## src/rtl/uart_tx_arbiter_if.sv

```systemverilog
// uart_tx_arbiter_if: requester-side and transmitter-side signals of the
// shared UART TX arbiter, bundled so the arbiter and its environment
// connect through a single port.
//   master : the arbiter (drives grants and the transmitter controls)
//   slave  : requesters plus the UART TX core (drive requests, busy/done)
interface uart_tx_arbiter_if #(
    parameter int N     = 4,
    parameter int DW    = 8,
    parameter int IDX_W = 2
);
    logic [N-1:0]    req;
    logic [N*DW-1:0] req_data;
    logic [N-1:0]    grant;
    logic [IDX_W-1:0] grant_idx;
    logic [DW-1:0]   tx_data;
    logic            tx_start;
    logic            tx_busy;
    logic            tx_done;
    logic            arb_busy;
    logic            timeout_err;

    modport master (
        input  req, req_data, tx_busy, tx_done,
        output grant, grant_idx, tx_data, tx_start, arb_busy, timeout_err
    );

    modport slave (
        output req, req_data, tx_busy, tx_done,
        input  grant, grant_idx, tx_data, tx_start, arb_busy, timeout_err
    );
endinterface

```

## src/rtl/uart_tx_arbiter.sv

```systemverilog
// uart_tx_arbiter: shares one UART transmitter between N byte requesters
// with round-robin arbitration. A winner's byte is latched, a one-cycle
// tx_start is issued, and the arbiter then waits for the transmitter's
// busy/done handshake before arbitrating again. All outputs are registered.
//
// Optional watchdog: define UART_ARB_TIMEOUT_EN to abort a transfer that
// has not completed within TIMEOUT cycles of leaving LOAD; the abort pulses
// timeout_err and demotes the stuck requester. Without the macro no counter
// is built, timeout_err is tied low and the arbiter waits for tx_done
// indefinitely.
module uart_tx_arbiter #(
    parameter int N       = 4,
    parameter int DW      = 8,
    parameter int IDX_W   = 2,
    parameter int TIMEOUT = 4096
) (
    input  logic              clk,
    input  logic              rst,
    uart_tx_arbiter_if.master bus
);

    typedef enum logic [1:0] {
        IDLE      = 2'd0,
        LOAD      = 2'd1,
        WAIT_BUSY = 2'd2,
        WAIT_DONE = 2'd3
    } state_e;

    state_e           state_q;
    logic [IDX_W-1:0] ptr_q;
    logic [IDX_W-1:0] grant_idx_q;
    logic [N-1:0]     grant_q;
    logic [DW-1:0]    tx_data_q;
    logic             tx_start_q;
    logic             arb_busy_q;
    logic             timeout_err_q;

    logic [DW-1:0]    req_bytes [N];
    logic [IDX_W:0]   cand;
    logic [IDX_W-1:0] win_idx;
    logic             win_vld;

`ifdef UART_ARB_TIMEOUT_EN
    localparam int CNT_W = $clog2(TIMEOUT + 1);
    logic [CNT_W-1:0] cnt_q;
    logic             expired;

    // The counter reaches TIMEOUT at the end of the current wait cycle.
    assign expired = (cnt_q == CNT_W'(TIMEOUT - 1));
`endif

    // Split the packed request bus into one byte per requester.
    always_comb begin
        for (int i = 0; i < N; i++) begin
            req_bytes[i] = bus.req_data[i*DW +: DW];
        end
    end

    // Round-robin pick: first requester at or after ptr+1, wrapping modulo N.
    always_comb begin
        // NOTE: every variable gets a default before any conditional write,
        // otherwise the unassigned paths would infer latches.
        win_vld = 1'b0;
        win_idx = '0;
        cand    = '0;
        // Walk from the farthest candidate to the nearest so the nearest wins.
        for (int k = N; k >= 1; k--) begin
            cand = {1'b0, ptr_q} + (IDX_W+1)'(k);
            if (cand >= (IDX_W+1)'(N)) begin
                cand = cand - (IDX_W+1)'(N);
            end
            if (bus.req[cand[IDX_W-1:0]]) begin
                win_vld = 1'b1;
                win_idx = cand[IDX_W-1:0];
            end
        end
    end

    // Arbitration / handshake FSM; every output is registered with the state.
    always_ff @(posedge clk or negedge rst) begin
        if (!rst) begin
            state_q       <= IDLE;
            ptr_q         <= IDX_W'(N - 1);
            grant_idx_q   <= IDX_W'(N - 1);
            grant_q       <= '0;
            tx_data_q     <= '0;
            tx_start_q    <= 1'b0;
            arb_busy_q    <= 1'b0;
            timeout_err_q <= 1'b0;
`ifdef UART_ARB_TIMEOUT_EN
            cnt_q         <= '0;
`endif
        end else begin
            // NOTE: sequential state uses non-blocking assignments only; these
            // defaults make the pulse outputs last one cycle, and any later
            // assignment in this block overrides them.
            grant_q       <= '0;
            tx_start_q    <= 1'b0;
            timeout_err_q <= 1'b0;

            case (state_q)
                IDLE: begin
                    if (win_vld) begin
                        state_q     <= LOAD;
                        grant_q     <= {{(N-1){1'b0}}, 1'b1} << win_idx;
                        grant_idx_q <= win_idx;
                        tx_data_q   <= req_bytes[win_idx];
                        tx_start_q  <= 1'b1;
                        arb_busy_q  <= 1'b1;
`ifdef UART_ARB_TIMEOUT_EN
                        cnt_q       <= '0;
`endif
                    end
                end

                LOAD: begin
                    state_q <= WAIT_BUSY;
                end

                WAIT_BUSY, WAIT_DONE: begin
                    if (bus.tx_done) begin
                        // Completion (also covers done arriving with or before busy).
                        state_q    <= IDLE;
                        ptr_q      <= grant_idx_q;
                        arb_busy_q <= 1'b0;
                    end else if (state_q == WAIT_BUSY && bus.tx_busy) begin
                        state_q <= WAIT_DONE;
                    end
`ifdef UART_ARB_TIMEOUT_EN
                    cnt_q <= cnt_q + 1'b1;
                    // Done in the expiry cycle counts as completion, not an abort.
                    if (!bus.tx_done && expired) begin
                        state_q       <= IDLE;
                        ptr_q         <= grant_idx_q;
                        arb_busy_q    <= 1'b0;
                        timeout_err_q <= 1'b1;
                    end
`endif
                end

                default: begin
                    state_q    <= IDLE;
                    arb_busy_q <= 1'b0;
                end
            endcase
        end
    end

    assign bus.grant       = grant_q;
    assign bus.grant_idx   = grant_idx_q;
    assign bus.tx_data     = tx_data_q;
    assign bus.tx_start    = tx_start_q;
    assign bus.arb_busy    = arb_busy_q;
    assign bus.timeout_err = timeout_err_q;

endmodule

```

## src/flat_wrapper.sv

```systemverilog
// flat-port wrapper written by rule: the top's interface ports become plain ports
module uart_tx_arbiter_flat 
#(
    parameter int N       = 4,
    parameter int DW      = 8,
    parameter int IDX_W   = 2,
    parameter int TIMEOUT = 4096
)
  (clk, rst, bus_req, bus_req_data, bus_tx_busy, bus_tx_done, bus_grant, bus_grant_idx, bus_tx_data, bus_tx_start, bus_arb_busy, bus_timeout_err);
  uart_tx_arbiter_if #(.N(N), .DW(DW), .IDX_W(IDX_W)) bus_i ();
  input  logic clk;
  input  logic rst;
  input wire logic [$bits(bus_i.req)-1:0] bus_req;
  input wire logic [$bits(bus_i.req_data)-1:0] bus_req_data;
  input wire logic [$bits(bus_i.tx_busy)-1:0] bus_tx_busy;
  input wire logic [$bits(bus_i.tx_done)-1:0] bus_tx_done;
  output wire logic [$bits(bus_i.grant)-1:0] bus_grant;
  output wire logic [$bits(bus_i.grant_idx)-1:0] bus_grant_idx;
  output wire logic [$bits(bus_i.tx_data)-1:0] bus_tx_data;
  output wire logic [$bits(bus_i.tx_start)-1:0] bus_tx_start;
  output wire logic [$bits(bus_i.arb_busy)-1:0] bus_arb_busy;
  output wire logic [$bits(bus_i.timeout_err)-1:0] bus_timeout_err;
  assign bus_i.req = bus_req;
  assign bus_i.req_data = bus_req_data;
  assign bus_i.tx_busy = bus_tx_busy;
  assign bus_i.tx_done = bus_tx_done;
  assign bus_grant = bus_i.grant;
  assign bus_grant_idx = bus_i.grant_idx;
  assign bus_tx_data = bus_i.tx_data;
  assign bus_tx_start = bus_i.tx_start;
  assign bus_arb_busy = bus_i.arb_busy;
  assign bus_timeout_err = bus_i.timeout_err;
  uart_tx_arbiter #(.N(N), .DW(DW), .IDX_W(IDX_W), .TIMEOUT(TIMEOUT)) u_core (.clk(clk), .rst(rst), .bus(bus_i));
endmodule
```

## config.mk

```make
export PLATFORM = sky130hd
export DESIGN_NAME = uart_tx_arbiter_flat
export DESIGN_NICKNAME = d
export VERILOG_FILES = /design/src/rtl/uart_tx_arbiter_if.sv /design/src/rtl/uart_tx_arbiter.sv /design/src/flat_wrapper.sv
export SDC_FILE = /design/constraint.sdc
export NUM_CORES = 1
export LEC_CHECK = 0
export ABC_CLOCK_PERIOD_IN_PS = 2600
export CORE_MARGIN = 8
export CORE_UTILIZATION = 30
export DETAILED_ROUTE_END_ITERATION = 10
export GPL_TIMING_DRIVEN = 0
export HOLD_SLACK_MARGIN = 0.05
export SLEW_MARGIN = 20
export SYNTH_ARGS = -nofsm -noshare
export SYNTH_HDL_FRONTEND = slang
export SYNTH_SLANG_ARGS = --single-unit
```

## constraint.sdc

```tcl
create_clock -name clk -period 2.6 [get_ports clk]
set_input_delay 0.78 -clock clk [delete_from_list [all_inputs] [get_ports clk]]
set_output_delay 0.78 -clock clk [all_outputs]
set_load 0.1 [all_outputs]
```

# Word level (Yosys, flattened, before mapping)
# Index checks and enable logic that the tools add are counted.
[totals]
word_cells = 74
reg_bits = 20
[op_classes]
n_eq_ne = 6
n_reduce_logical = 8
n_shift = 1
order_cmp = 9
n_bitwise = 1
mux = 34
addsub = 8
[op_table]
columns = ["operator", "count"]
rows = [
  ["2-to-1 mux 2 bit", 11],
  ["binary-select mux 8 bit (select 2 bit)", 1],
  ["2-to-1 mux 8 bit", 2],
  [">= comparator 3 bit (second input constant)", 5],
  ["less-than comparator 2 x 3 -> 1 bit (second input constant)", 4],
  ["2-to-1 mux 1 bit", 12],
  ["binary-select mux 1 bit (select 2 bit)", 4],
  ["2-to-1 mux 4 bit", 2],
  ["subtractor 2 x 1 -> 2 bit (second input constant)", 4],
  ["adder 2 x 2 -> 3 bit (second input constant)", 2],
  ["one-hot mux 2 bit (3 select lines)", 1],
  ["AND reduction 2 bit", 3],
  ["== test 2 bit (second input constant)", 2],
  ["<< shifter 1 x 2 -> 4 bit (first input constant)", 1],
  ["adder 2 x 1 -> 3 bit (second input constant)", 1],
  ["adder 2 x 3 -> 3 bit (second input constant)", 1],
  ["inequality test 3 x 2 -> 1 bit (second input constant)", 1],
  ["NOT 2 -> 3 bit", 1],
  ["AND reduction 3 bit", 1],
  ["== test 2 x 1 -> 1 bit (second input constant)", 1],
  ["logical NOT 2 bit", 1],
  ["inequality test 2 x 1 -> 1 bit (second input constant)", 1],
  ["inequality test 2 bit (second input constant)", 1],
  ["one-hot mux 1 bit (2 select lines)", 1],
  ["other kinds (3)", 3],
]

# Longest topological paths before layout
[logic_depth]
ltp_word = 13
ltp_mapped = 6
mapped_depth_nobuf = 5

# Worst setup path before layout
# No wires, ideal clock.
[synth_timing]
path_type = "in2reg"
startpoint = "in bus_req[2]"
endpoint = "reg u_core.tx_data_q[2], in the netlist u_core.bus.tx_data[2]"
arrival_ps = 1704
t_required_ps = 2468
cell_stages = 6
path_buffers = 1
slack_ps = 764
cell_sequence = "nand2b_1 a21oi_1 a211oi_2 buf_4 mux2i_1 o221ai_2"
[synth_via]
elab_chain_len = 10
word_cells_on_any_way = 21
[synth_lines]
columns = ["item", "line", "rtl"]
rows = [
  ["start, declared", "flat_wrapper.sv:13", "input wire logic [$bits(bus_i.req)-1:0] bus_req;"],
  ["binary-select mux 1 bit (select 2 bit)", "uart_tx_arbiter.sv:72", "if (bus.req[cand[IDX_W-1:0]]) begin"],
  ["2-to-1 mux 1 bit (implied by the code)", "uart_tx_arbiter.sv:72", ""],
  ["2-to-1 mux 2 bit (4 in a row)", "uart_tx_arbiter.sv:72", ""],
  ["NOT 2 -> 3 bit (implied by the code)", "uart_tx_arbiter.sv:107", "tx_data_q <= req_bytes[win_idx];"],
  ["binary-select mux 8 bit (select 2 bit)", "uart_tx_arbiter.sv:107", ""],
  ["2-to-1 mux 8 bit (implied by the code) (2 in a row)", "uart_tx_arbiter.sv:107", ""],
  ["end signal, assigned", "uart_tx_arbiter.sv:107", ""],
  ["end, declared", "uart_tx_arbiter.sv:33", "logic [DW-1:0] tx_data_q;"],
]
# Parallel ways exist; a longest one is shown, timed or not. The select of a mux whose other input is x is not followed.
# A chain may end at the register's enable or synchronous reset.

# Final worst setup path
[layout_timing]
startpoint = "reg u_core.grant_q[3], in the netlist u_core.bus.grant[3]"
endpoint = "out bus_grant[3]"
[layout_lines]
columns = ["item", "line", "rtl"]
rows = [
  ["start, declared", "uart_tx_arbiter.sv:32", "logic [N-1:0] grant_q;"],
  ["start signal, assigned", "uart_tx_arbiter.sv:105", "grant_q <= {{(N-1){1'b0}}, 1'b1} << win_idx;"],
  ["end, declared", "flat_wrapper.sv:17", "output wire logic [$bits(bus_i.grant)-1:0] bus_grant;"],
]
# No word-level cell between the ends.

==> results.py <==
metrics = {
    "run_status": {
        "status": "finished, final reports clean",
    },
    "placement": {
        "io_buffers": 55,
        "dpl_worst_slack_ns": 0.0705,
        "hpwl_um": 2390,
        "dp_cells": 197,
        "place_congestion": 0.750,
    },
    "finish": {
        "antenna_cells": 0,
        "nets": 196,
        "final_layout_size_suffix_gt1_share_pct": 16.8,
        "area.sequential_um2": 505,
        "multiInputGateArea_um2": 493,
        "final_cell_mix": "42 x clkdlybuf4s50_1, 16 x mux2i_1, 16 x dfrtp_1",
        "area_delta_synth_final_pct": 60.2,
        "fill_cells": 359,
        "final_common_cell": "clkdlybuf4s50_1",
        "fin_cells": 201,
    },
    "route": {
        "dr.pass1.iters": 4,
        "wl_per_cell_um": 14.6,
        "drc": 0,
        "viasPerCell": 4.53,
        "ant_nets": 0,
        "vias": 910,
        "drt_iter0_drc": 18,
        "wl_um": 2930,
    },
    "sta": {
        "relSlewSlack_pct": 34.5,
        "fin_skew_ns": 0.00149,
        "rsz0062_at_grt": "no",
        "worst_slack_ns": 0.0556,
        "tightest_slew_ns": 0.980,
        "hold_viol": 0,
        "period_minus_slack_ns": 2.54,
        "setup_tns_ns": 0,
        "fmax_mhz": 393,
        "final_max_slew_viol_count": 0,
        "min_period_over_period_pct": 97.9,
        "setup_viol": 0,
    },
    "die": {
        "die_h_um": 75.5,
        "die_width_um": 75.5,
        "io_pins": 57,
        "start_util_pct": 31.6,
        "num_rows": 21,
        "die-area_um2": 5700,
        "core_area_um2": 3360,
    },
    "grt": {
        "grt_pass1_wl_um": 4860,
        "antenna_found_initial": 0,
        "grt_usage_pct": 11.1,
        "grt_pass1_vias": 997,
        "grt-ovfl-total": 0,
        "grt_max_degree": 21,
    },
    "run": {
        "cap_violations": 0,
    },
    "logic_synthesis": {
        "ys_warn_count": 0,
        "syn_nets": 136,
        "synth.area.top_cells": "dfrtp_1 38%, mux2i_1 15%, dfstp_2 9.9%, o221ai_2 9.9%, nand2_1 5.3%",
        "synth_top_area_cell": "dfrtp_1",
        "synthesis.area_um2": 1060,
        "yosys.area.top_type_share_pct": 37.7,
        "syn_area_per_cell_um2": 11.1,
        "synthCells": 96,
        "yosysUniqueCellTypes": 23,
        "synth-seq-cells": 20,
        "ys_seq_area_share_pct": 47.6,
    },
    "cts": {
        "cts_sinks": 20,
        "htreeDepth": 1,
        "worstSkewPairLatency_ns": 0.29,
        "hold_buffers": 0,
        "cts_root_buf": "clkbuf_4",
        "clk_pin_slew_ns": 0.11,
        "cts_buffer_depth": 2,
        "cts_tree": "done",
        "cts_setup_buffers": 0,
        "cts_buffers": 3,
    },
    "worst_setup_path": {
        "startpoint_type": "flop",
        "worstSetupEndpointType": "output port",
        "critical_path_class": "flop to output port",
        "cp_cell_sequence": "clkdlybuf4s50_1",
        "cp_data_required_time_ns": 1.82,
        "critPathMaxFanout": 1,
        "critical_path.max_stage_delay_ns": 1.13,
        "cp.arrival_ns": 1.76,
        "slowest_stage": "clkdlybuf4s50_1",
        "cp_num_buf_inv": 1,
        "cp_top_family": "buffers and inverters",
    },
    "power": {
        "finalPower_mw": 2.35,
        "p_per_area_nw_per_um2": 1380,
        "total_leakage_power_nw": 0.803,
        "ir_worst_vdd_v": 0.000564,
    },
    "min_path": {
        "hp-class": "flop to flop",
    },
}
## final timing paths
check	start	end	slack (ns)	cells past startpoint
worst max-delay path	u_core.bus.grant[3]	bus_grant[3]	0.06	1
worst min-delay path	u_core.bus.arb_busy	u_core.bus.arb_busy	0.48	2
worst max register to register	u_core.ptr_q[0]	u_core.bus.tx_data[7]	0.83	6
worst min register to register	u_core.bus.arb_busy	u_core.bus.arb_busy	0.48	2
max in group asynchronous	rst	u_core.state_q[1]	1.10	1
min in group asynchronous	rst	u_core.bus.tx_data[5]	0.97	1
## power by group
| part | internal, mW | total (mW) | switching, mW | leakage (nW) |
|---|---|---|---|---|
| registers | 0.475 | 0.556 | 0.0809 | 0.243 |
| clock network | 0.0852 | 0.177 | 0.0915 | 0.0210 |
| logic | 0.442 | 1.62 | 1.18 | 0.539 |
## flip-flops by register name (all words and copies together), names as in the netlist
signal	flops
u_core.bus.tx_start	1
u_core.bus.grant	4
u_core.ptr_q	2
u_core.bus.grant_idx	2
u_core.bus.tx_data	8
u_core.bus.arb_busy	1
u_core.state_q	2
## repair_timing
item,in CTS,in global routing
setup endpoints to repair,10,3
hold endpoints to repair,0,0
resized for setup,10,3
## through the flow
| stage | area (um^2) | util, % | hold slack, ns |
|---|---|---|---|
| finish | 1700 | 50.6 | 0.481 |
| global route | 1700 | 50.6 | 0.515 |
| CTS | 1690 | 50.4 | 0.492 |
| detailed placement | 1670 | 49.7 | 0.472 |
| global placement | 1670 | 49.7 | 0.463 |
| floorplan | 1060 | - | 0.471 |
## cell families (layout without fill, tap and decap cells)
logic type	Yosys count	after routing	synth area share, %
flops	20	20	47.6
buf+inv	10	69	6.01
compound gates	15	15	15.4
other cells	1	1	0.353
simple gates	32	32	13.4
mux	18	18	17.2
## Yosys cell counts (all sizes together)
library cell  instances
nand2b                5
o221ai                8
nor2                  9
a211oi                1
a211o                 1
a21oi                 1
and3b                 1
o21ai                 4
inv                   4
conb                  1
dfstp                 4
dfrtp                16
clkbuf                1
nand2                15
mux2i                16
buf                   5
nor3                  2
mux2                  2
## cell type report
class	count	share of cell area, %
clock buffer	4	2.13
multi-input combinational	66	29.0
inverter	4	0.882
sequential	20	29.7
buffer	6	2.87
timing repair buffer	55	32.1
tap	46	3.38
## routing by layer
metal	GRT usage, %	vias to the layer above	part of all wire (%)	wire, um
met3	6.97	2	14	417
met2	17.5	42	43	1260
li1	-	450	-	-
met5	0	-	0	0
met1	12.4	416	42	1230
met4	2.56	0	0.51	15
Note: power is estimated with default switching activity, not from simulation.
